`src/rtl/seg7_frame_capture.sv`:
```
// Captures the 2-digit hex value shown on a multiplexed 7-segment bus.
// Each digit pattern must be stable for STABLE_CYCLES samples before it is accepted.
module seg7_frame_capture #(
  parameter int STABLE_CYCLES = 4,
  parameter int TIMEOUT       = 1024
) (
  input  logic       clk,
  input  logic       rst,
  input  logic [6:0] seg_in,
  input  logic       digit_in,
  input  logic       sync_in,
  output logic [7:0] value,
  output logic       value_valid,
  output logic       decode_err,
  output logic [1:0] blank,
  output logic       timeout,
  output logic       busy,
  output logic [7:0] frame_cnt
);

  localparam int SW = $clog2(STABLE_CYCLES);
  localparam int TW = $clog2(TIMEOUT);
  localparam logic [SW-1:0] STAB_MAX = SW'(STABLE_CYCLES - 1);
  localparam logic [SW-1:0] STAB_PRE = SW'(STABLE_CYCLES - 2);
  localparam logic [TW-1:0] TO_MAX   = TW'(TIMEOUT - 1);

  typedef enum logic [1:0] {IDLE, CAPTURE, EMIT} state_t;

  state_t        state_reg, state_next;
  logic          sync_q_reg;
  logic [7:0]    prev_reg;
  logic [SW-1:0] stab_cnt_reg, stab_cnt_next;
  logic [TW-1:0] to_cnt_reg, to_cnt_next;
  logic          got_lo_reg, got_lo_next, got_hi_reg, got_hi_next;
  logic [3:0]    lo_reg, lo_next, hi_reg, hi_next;
  logic [7:0]    value_reg, value_next;
  logic          value_valid_reg, value_valid_next;
  logic          decode_err_reg, decode_err_next;
  logic [1:0]    blank_reg, blank_next;
  logic          timeout_reg, timeout_next;
  logic          busy_reg;
  logic [7:0]    frame_cnt_reg, frame_cnt_next;

  logic       sync_edge, changed, start;
  logic [5:0] dec;

  // Result is {err, blank, nibble}; blank and unknown patterns both decode to 0.
  function automatic logic [5:0] decode_seg(input logic [6:0] s);
    case (s)
      7'h3F: return 6'h00;  7'h06: return 6'h01;  7'h5B: return 6'h02;  7'h4F: return 6'h03;
      7'h66: return 6'h04;  7'h6D: return 6'h05;  7'h7D: return 6'h06;  7'h07: return 6'h07;
      7'h7F: return 6'h08;  7'h6F: return 6'h09;  7'h77: return 6'h0A;  7'h7C: return 6'h0B;
      7'h39: return 6'h0C;  7'h5E: return 6'h0D;  7'h79: return 6'h0E;  7'h71: return 6'h0F;
      7'h00: return 6'b01_0000;
      default: return 6'b10_0000;
    endcase
  endfunction

  assign sync_edge = sync_in & ~sync_q_reg;
  assign changed   = ({digit_in, seg_in} != prev_reg);
  assign dec       = decode_seg(seg_in);

  always_comb begin
    state_next       = state_reg;
    stab_cnt_next    = stab_cnt_reg;
    to_cnt_next      = to_cnt_reg;
    got_lo_next      = got_lo_reg;
    got_hi_next      = got_hi_reg;
    lo_next          = lo_reg;
    hi_next          = hi_reg;
    value_next       = value_reg;
    value_valid_next = 1'b0;
    decode_err_next  = decode_err_reg;
    blank_next       = blank_reg;
    timeout_next     = 1'b0;
    frame_cnt_next   = frame_cnt_reg;
    start            = 1'b0;
    case (state_reg)
      IDLE: begin
        if (sync_edge) begin
          state_next = CAPTURE;
          start      = 1'b1;
        end
      end
      CAPTURE: begin
        to_cnt_next = to_cnt_reg + 1'b1;
        if (changed) begin
          stab_cnt_next = '0;
        end else if (stab_cnt_reg != STAB_MAX) begin
          stab_cnt_next = stab_cnt_reg + 1'b1;
        end
        // Accept only on the transition into the saturated count, not while holding there.
        if (!changed && stab_cnt_reg == STAB_PRE) begin
          if (digit_in) begin
            hi_next     = dec[3:0];
            got_hi_next = 1'b1;
          end else begin
            lo_next     = dec[3:0];
            got_lo_next = 1'b1;
          end
          blank_next[digit_in] = dec[4];
          if (dec[5]) decode_err_next = 1'b1;
        end
        if (sync_edge) begin
          start = 1'b1;
        end else if (got_lo_next && got_hi_next) begin
          state_next = EMIT;
        end else if (to_cnt_reg == TO_MAX) begin
          timeout_next = 1'b1;
          state_next   = IDLE;
        end
      end
      EMIT: begin
        value_next       = {hi_reg, lo_reg};
        value_valid_next = 1'b1;
        frame_cnt_next   = frame_cnt_reg + 1'b1;
        if (sync_edge) begin
          state_next = CAPTURE;
          start      = 1'b1;
        end else begin
          state_next = IDLE;
        end
      end
      default: state_next = IDLE;
    endcase
    if (start) begin
      got_lo_next     = 1'b0;
      got_hi_next     = 1'b0;
      stab_cnt_next   = '0;
      to_cnt_next     = '0;
      decode_err_next = 1'b0;
      blank_next      = 2'b00;
    end
  end

  always_ff @(posedge clk) begin
    if (rst) begin
      state_reg       <= IDLE;
      sync_q_reg      <= 1'b0;
      prev_reg        <= '0;
      stab_cnt_reg    <= '0;
      to_cnt_reg      <= '0;
      got_lo_reg      <= 1'b0;
      got_hi_reg      <= 1'b0;
      lo_reg          <= '0;
      hi_reg          <= '0;
      value_reg       <= '0;
      value_valid_reg <= 1'b0;
      decode_err_reg  <= 1'b0;
      blank_reg       <= '0;
      timeout_reg     <= 1'b0;
      busy_reg        <= 1'b0;
      frame_cnt_reg   <= '0;
    end else begin
      state_reg       <= state_next;
      sync_q_reg      <= sync_in;
      prev_reg        <= {digit_in, seg_in};
      stab_cnt_reg    <= stab_cnt_next;
      to_cnt_reg      <= to_cnt_next;
      got_lo_reg      <= got_lo_next;
      got_hi_reg      <= got_hi_next;
      lo_reg          <= lo_next;
      hi_reg          <= hi_next;
      value_reg       <= value_next;
      value_valid_reg <= value_valid_next;
      decode_err_reg  <= decode_err_next;
      blank_reg       <= blank_next;
      timeout_reg     <= timeout_next;
      busy_reg        <= (state_next != IDLE);
      frame_cnt_reg   <= frame_cnt_next;
    end
  end

  assign value       = value_reg;
  assign value_valid = value_valid_reg;
  assign decode_err  = decode_err_reg;
  assign blank       = blank_reg;
  assign timeout     = timeout_reg;
  assign busy        = busy_reg;
  assign frame_cnt   = frame_cnt_reg;

endmodule
```
`config.mk`:
```
export PLATFORM = sky130hd
export DESIGN_NAME = seg7_frame_capture
export DESIGN_NICKNAME = d
export VERILOG_FILES = /design/src/rtl/seg7_frame_capture.sv
export SDC_FILE = /design/constraint.sdc
export NUM_CORES = 1
export LEC_CHECK = 0
export BUFFER_PORTS_ARGS = -buffer_cell sky130_fd_sc_hd__buf_2
export CAP_MARGIN = 15
export CORE_UTILIZATION = 58
export CTS_CLUSTER_SIZE = 14
export DETAILED_ROUTE_END_ITERATION = 7
export PLACE_DENSITY = 0.88
export SLEW_MARGIN = 20
export SYNTH_ARGS = -nofsm -noshare
export SYNTH_HDL_FRONTEND = slang
export SYNTH_SLANG_ARGS = --single-unit
```
`constraint.sdc`:
```
create_clock -name clk -period 2.3 [get_ports clk]
set_clock_uncertainty 0.15 [all_clocks]
set_input_delay 0.345 -clock clk [delete_from_list [all_inputs] [get_ports clk]]
set_output_delay 0.345 -clock clk [all_outputs]
set_load 0.1 [all_outputs]
```
---- Word-level counts from Yosys, hierarchy flattened ----
Index checks and enable logic that the tools add are counted.
storage, ports and cells
  bits in registers ....................... 55
  word-level logic and storage cells ...... 85
cells by class
  add/sub/neg operators ................... 3
  $lt $le $gt $ge ......................... 2
  equal/unequal tests ..................... 22
  muxes and demuxes ....................... 22
  bitwise operators ....................... 4
  reductions and logical operators ........ 16
operator list
  cell                   count
  $pmux 6 s17            1
  $eq 7x7->1 const B     12
  $eq 7x3->1 const B     2
  $eq 7x6->1 const B     2
  $mux 1                 12
  $mux 2                 6
  $add 10x1->10 const B  1
  $eq 10x10->1 const B   1
  $reduce_and 3->1       3
  $add 8x1->8 const B    1
  $ne 8x8->1             1
  $logic_not 7->1        1
  $pmux 2 s3             1
  $eq 2x2->1 const B     2
  $reduce_and 2->1       2
  $reduce_bool 2->1      2
  $reduce_or 4->1        1
  $logic_and 1x1->1      3
  $not 1->1              3
  $reduce_or 3->1        1
  $add 2x1->2 const B    1
  $bwmux 2               1
  $eq 2x1->1 const B     1
  $logic_not 2->1        1
  other kinds (7)        7

---- Depth between registers and ports, before layout ----
Gate-level depths: netlist of run 1.
  depth in word-level cells ............... 10
  depth in mapped cells ................... 7

---- Worst setup path after synthesis of run 1 ----
No wires, ideal clock.
  kind .................................... register to register
  from .................................... register frame_cnt_reg[0], in the netlist frame_cnt[0]
  to ...................................... register frame_cnt_reg[5], in the netlist frame_cnt[5]
  arrival time ............................ 1.837 ns
  path slack .............................. 0.242 ns
  cell stages (with the launch flop) ...... 4
  clock period less this slack ............ 2.058 ns
  cells stage by stage .................... dfxtp_1 > nand4_1 > or3_1 > a21oi_1
on the way
  word-level cells in the longest chain between the ends .. 1
ends and longest elaborated chain
  item                    RTL line  text
  start, declared         42        logic [7:0] frame_cnt_reg, frame_cnt_next;
  start signal, assigned  170       frame_cnt_reg <= frame_cnt_next;
  $add 8x1->8             116       frame_cnt_next = frame_cnt_reg + 1'b1;
No other way between the ends.
A chain may end at the register's enable or synchronous reset.

---- Worst setup path after layout of run 1 ----
  from .................................... register state_reg[0]
  to ...................................... register hi_reg[1]
on the way
  word-level cells in the longest chain between the ends .. 2
ends and longest elaborated chain
  item                               RTL line  text
  start, declared                    29        state_t state_reg, state_next;
  start signal, assigned             155       state_reg <= state_next;
  $eq 2x1->1                         78        case (state_reg)
  $reduce_and 3->1 (no source line)  -
  end signal, assigned               163       hi_reg <= hi_next;
  end, declared                      35        logic [3:0] lo_reg, lo_next, hi_reg, hi_next;
No other way between the ends.

==> run summary, run 1 <==
CTS tree: done
worst-path cell chain: nor2b_1 -> buf_4 -> nand2_1 -> nor4_2 -> mux2i_1 -> nor2_1
initial antenna violation count: 0
Leak: 1.169 nW
Synth warnings: 0
Peak Freq: 0.5099 GHz
Synth Instances: 313
fraction of layout instances using a drive strength above 1: 20.18%
Synth Register Bits: 55
Initial Util: 60.24%
crit path kind: reg -> reg
largest family of logic cells by synthesized area: simple AND/OR/NAND/NOR gates
Slew HR: 64.29%
final-report max-slew violation count: 0
Clock Path Buffers: 2
slowest CP cell: dfxtp_1
global route total overflow: 0
Synth Area in Compound Gates: 11.86%
Post-synth EDFFs: 0
crit path launch type: flop
XOR/XNOR share of the synthesized area: 10.58%
via/cell ratio: 5.665
max reg flops: 10
clock latency at the later pin of the worst-skew pair: 0.32 ns
height of the die: 71.81 um
path depth of the worst reg2reg path: 6
worst IR drop on VDD: 0.0002979 V
gr usage total: 22.05%
# DRC: 0
CP peak stage delay: 0.44 ns
PortBufs: 32
Crit. End Element: flop
CP required: 2.36 ns
TNS Setup: 0 ns
Cell variety after synth: 58
Synth Flop Type: dfxtp_1
Worst-path clk slew: 0.10 ns
CTS root buffer: clkbuf_8
status: complete, no violations
Pre-antenna DRT Iters: 6
syn_area_per_cell: 9.030 sq um
Post-Synth Simple-Gate Area: 30.15%
WHS Path Cells: 2
Layout area overhead: 9.119%
buffer count from post-CTS setup fixing: 0
core area: 0.004692 sq mm
unrepaired setup endpoints after global routing: no
final net count: 351
H-Tree Depth: 2
I/O pin count: 33
pwr dens: 596.9 mW/mm^2
worst hold-check path type: in -> reg
vias in the first global route: 1923
wirelength, routed: 5376 um
total CTS buffers: 5
antenna cells: 0
vias: 2215
Worst Tran Pin Value: 0.5344 ns
multiplexer share of the synthesized area: 1.771%
DP HPWL: 3766 um
DRT iter0 DRCs: 182
largest net degree at the start of global routing: 22
Finished Layout Cells: 391
crit path max fanout: 6
DP Cell Count: 383
Sink Count: 55
Final Hold Fails: 0
post-cts sizing count: 0
RePlAce Congestion: 0.8144
max_cap viols: 0
full die area: 0.005157 sq mm
Row Count: 25
drt wl/cell: 13.75 um
worst path arrival time: 2.02 ns
Period minus WS final: 1.961 ns
Synth Net Count: 328
Final setup violation count: 0
hold_buf cts: 0
register area share after synthesis: 38.96%
antenna violation net count after detailed routing: 0
width of the die: 71.81 um
Synth async-reset ratio: 0%
Post-Syn Area: 0.002826 sq mm
Tcrit/Tclk final: 85.27%
Post-Synth Adder-Cell Area: 1.771%
global-route wire length before repair: 8921 um
-- cell type report --
cell class	instances	area (sq um)
Clock buffer	5	68.82
Clock inverter	3	47.55
Fill cell	378	1608
Inverter	4	15.01
Multi-Input combinational cell	233	1587
Sequential cell	55	1101
Tap cell	54	67.56
Timing Repair Buffer	37	197.7
-- through the flow --
step / setup WS (ns) / area [sq um] / power (mW) / utilization [%] / hold WS (ns)
2_1_floorplan: 0.2417 / 2826 / 1.164 / - / 0.2813
3_3_place_gp: 0.3269 / 2968 / 1.190 / 63.25 / 0.2928
3_5_place_dp: 0.2388 / 2968 / 1.196 / 63.25 / 0.2940
4_1_cts: 0.3249 / 3084 / 1.852 / 65.73 / 0.1070
5_1_grt: 0.1987 / 3084 / 1.905 / 65.73 / 0.1330
6_report: 0.3389 / 3084 / 1.841 / 65.73 / 0.1205
-- report_power, final --
part,switching (mW),internal (mW)
Sequential,0.0132,0.965
Combinational,0.124,0.0737
Clock,0.334,0.330
-- synth_stat cells (3+ instances only) --
master     n  area, sq um
ha_1       4        50.05
nor3_1     3        15.01
buf_1      3        11.26
nor2_1    30        112.6
nand3_1   10        50.05
nor4_2     3        37.54
xnor2_1    6        52.55
xnor2_4    4        110.1
nand4_1    7        43.79
buf_2      6        30.03
and3_1     5        31.28
or3_1      3        18.77
inv_1      4        15.01
o22ai_1    3        18.77
nand2_1   48        180.2
nor4bb_1   3        30.03
clkbuf_1   6        22.52
nor2b_1   12        75.07
mux2i_1    5        50.05
dfxtp_1   55         1101
buf_6      4        45.04
xor2_1    10        87.58
nand2b_1   7        43.79
a21oi_1   18        90.09
xnor2_2    3        48.80
o21ai_0    7        35.03
-- critical path, delay by kind of cell, from the launching register on --
family        cells  cell delay, ns
mux               1            0.28
flops             1            0.44
simple gates      4            0.77
buf+inv           1            0.20
-- path summary, 6_finish.rpt --
check / start / end / slack, ns
min: sync_in / sync_q_reg / 0.12
max: state_reg[0] / hi_reg[1] / 0.34
max reg2reg: state_reg[0] / hi_reg[1] / 0.34
min reg2reg: lo_reg[1] / value[1] / 0.31
-- kinds of logic (layout without fill, tap and decap cells) --
group	count (synthesis)	after routing
AND/OR/NAND/NOR	150	150
adder cells (fa/ha/maj)	4	4
AO/OA/AOI/OAI	51	51
XOR/XNOR	23	23
buffers and inverters	25	49
multiplexers	5	5
flip-flops	55	55
-- metal layers --
layer	GRT usage (%)	wire length (um)	up-vias
met5	0	0	-
met4	10.46	153	0
met3	4.360	278	14
met2	34.17	2537	64
met1	29.61	2405	1010
li1	-	-	1127
-- cell usage in the layout (no fill, tap or decap), types with 4 or more instances in the layout --
master / n
nand4_1: 7
nor2_1: 30
nand2_1: 48
buf_4: 5
nor2b_1: 12
clkbuf_8: 5
xor2_1: 10
dfxtp_1: 55
xnor2_1: 6
buf_2: 32
nand2b_1: 7
nand3_1: 10
ha_1: 4
xnor2_4: 4
inv_1: 4
a21oi_1: 18
mux2i_1: 5
o21ai_0: 7
and3_1: 5
No activity file was read; power rests on OpenSTA's default activity.
==> run 2, diff against run 1 <==
--- a/config.mk
+++ b/config.mk
@@ -5,8 +5,10 @@
 export SDC_FILE = /design/constraint.sdc
 export NUM_CORES = 1
 export LEC_CHECK = 0
-export BUFFER_PORTS_ARGS = -buffer_cell sky130_fd_sc_hd__buf_2
+export BUFFER_PORTS_ARGS = -buffer_cell sky130_fd_sc_hd__buf_4
 export CAP_MARGIN = 15
+export CORE_ASPECT_RATIO = 0.75
+export CORE_MARGIN = 1.5
 export CORE_UTILIZATION = 58
 export CTS_CLUSTER_SIZE = 14
 export DETAILED_ROUTE_END_ITERATION = 7
==> run 2 against run 1 <==
First-iteration DRC count decreased by 35%. Design area increased by 1.9%. Via count decreased by 0.45%.
==> run summary, run 2 (synthesized netlist as in run 1, its figures left out) <==
Switching Share: 25.63% (about the same)
TNS Setup: 0 ns (unchanged)
crit path launch type: flop
Tcrit/Tclk final: 84.97% (-0.29 points)
sequential cell area: 0.001101 sq mm (unchanged)
Fin Hold WS: 0.1140 ns (-0.006478 ns)
Crit Reg-Reg Endpoint: hi_reg[3]
Int Power: 1.290 mW (-5.8%)
pwr dens: 552.1 mW/mm^2 (-7.5%)
clock latency at the later pin of the worst-skew pair: 0.31 ns (about the same)
drt wl/cell: 14.00 um (+1.8%)
Pre-antenna DRT Iters: 4 (-2)
Combinational Power Share: 11.5% (+0.7 points)
Period minus WS final: 1.954 ns (-0.006707 ns)
vias: 2205 (-0.45%)
Final setup violation count: 0 (unchanged)
WHS Path Cells: 2 (unchanged)
# DRC: 0 (unchanged)
hold_buf cts: 0 (unchanged)
H-Tree Depth: 2 (unchanged)
clock share of power: 32.1% (-4.0 points)
worst hold-check path type: in -> reg
Slew HR: 65.96% (+1.7 points)
Initial Util: 61.82% (+1.6 points)
antenna cells: 0 (unchanged)
final-report max-slew violation count: 0 (unchanged)
total CTS buffers: 5 (unchanged)
FILL cells: 351 (-7.1%)
max_cap viols: 0 (unchanged)
CTS root buffer: clkbuf_8
Final Hold Fails: 0 (unchanged)
Leak: 1.159 nW (-0.86%)
Sink Count: 55 (unchanged)
P_sw: 0.4448 mW (-5.7%)
wirelength, routed: 5501 um (+2.3%)
via/cell ratio: 5.611 (-0.96%)
unrepaired setup endpoints after global routing: no
buffer count from post-CTS setup fixing: 0 (unchanged)
Worst Setup SP: state_reg[0]
antenna violation net count after detailed routing: 0 (unchanged)
core area: 0.004572 sq mm (-2.6%)
R2R setup slack: 0.35 ns (about the same)
Finished Cell Area: 0.003143 sq mm (+1.9%)
Clock Path Buffers: 2 (unchanged)
largest net degree at the start of global routing: 39 (+77%)
DP HPWL: 4054 um (+7.7%)
initial antenna violation count: 0 (unchanged)
PortBufs: 32 (unchanged)
commonest non-fill, non-tap cell in the layout: dfxtp_1
Critical R2R Launch: state_reg[0]
global-route wire length before repair: 9735 um (+9.1%)
Worst Tran Pin Value: 0.5068 ns (-0.02767 ns)
DP Worst Slack: 0.2385 ns (-0.0002810 ns)
gr usage total: 22.77% (+0.71 points)
area of the multi-input gates: 0.001587 sq mm (unchanged)
full die area: 0.005305 sq mm (+2.9%)
width of the die: 83.61 um (+16%)
path depth of the worst reg2reg path: 6 (unchanged)
Layout area overhead: 11.20%
worst path arrival time: 1.99 ns (-0.03 ns)
fraction of layout instances using a drive strength above 1: 19.94% (-0.24 points)
Row Count: 21 (-16%)
post-cts sizing count: 0 (unchanged)
DRT iter0 DRCs: 118 (-35%)
status: complete, no violations
Worst-path clk slew: 0.10 ns (about the same)
vias in the first global route: 2016 (+4.8%)
crit path max fanout: 6 (unchanged)
Peak Freq: 0.5117 GHz (+0.34%)
Setup crit end: hi_reg[3]
Crit. End Element: flop
I/O pin count: 33 (unchanged)
max reg flops: 10 (unchanged)
Sequential Power Share: 56.4% (+3.2 points)
final net count: 350 (-0.28%)
CTS tree: done
height of the die: 63.46 um (-12%)
worst IR drop on VDD: 0.0003643 V (+22%)
global route total overflow: 0 (unchanged)
RePlAce Congestion: 0.8412 (+3.3%)
most frequent cells in the layout: 55 x dfxtp_1, 48 x nand2_1, 36 x buf_4
Cell Area, Placed: 0.003044 sq mm (+2.6%)
crit path kind: reg -> reg
CP required: 2.34 ns (-0.02 ns)
Final WS setup: 0.3456 ns (+0.006707 ns)
## run 2: cell type report
type	instances	share of cell area [%]
Timing Repair Buffer	36	8.599
Multi-Input combinational cell	233	50.48
Sequential cell	55	35.03
Clock buffer	6	2.627
Inverter	4	0.4777
Tap cell	57	2.269
Clock inverter	2	0.5175
## run 2: worst max-delay path, stage by stage (launching register included)
cell	delay, ns
dfxtp_1	0.42
nor2b_1	0.31
buf_4	0.20
nand2_1	0.06
nor4_2	0.36
mux2i_1	0.26
nor2_1	0.06
## run 2: how the worst min path moves through the flow
stage | startpoint | end | slack [ns]
final | sync_in | sync_q_reg | 0.11
after global routing | sync_in | sync_q_reg | 0.10
after CTS | sync_in | sync_q_reg | 0.11
after detailed placement | value[7] | value[7] | 0.30
after global placement | hi_reg[2] | value[6] | 0.29
after floorplan | hi_reg[1] | value[5] | 0.28
## run 2: power groups by stage
stage                     Clock, mW  Sequential (mW)  Combinational (mW)
after global placement            0             1.00               0.196
after CTS                     0.571            0.979               0.199
final                         0.557            0.978               0.200
after detailed placement          0             1.00               0.199
after global routing          0.617            0.981               0.218
after floorplan                   0             1.01               0.154
## run 2: per-stage QoR
step	utilization [%]	total power, mW	instances
after detailed placement	66.58	1.200	385
after global placement	66.58	1.197	385
after CTS	68.75	1.749	393
after global routing	68.75	1.816	393
final	68.75	1.735	393
after floorplan	-	1.164	313
## run 2: per-layer routing
| metal | global-route usage, % | wire, um |
|---|---|---|
| met5 | 0 | 0 |
| met4 | 7.172 | 75 |
| met3 | 4.194 | 249 |
| met2 | 34.17 | 2473 |
| met1 | 33.20 | 2702 |
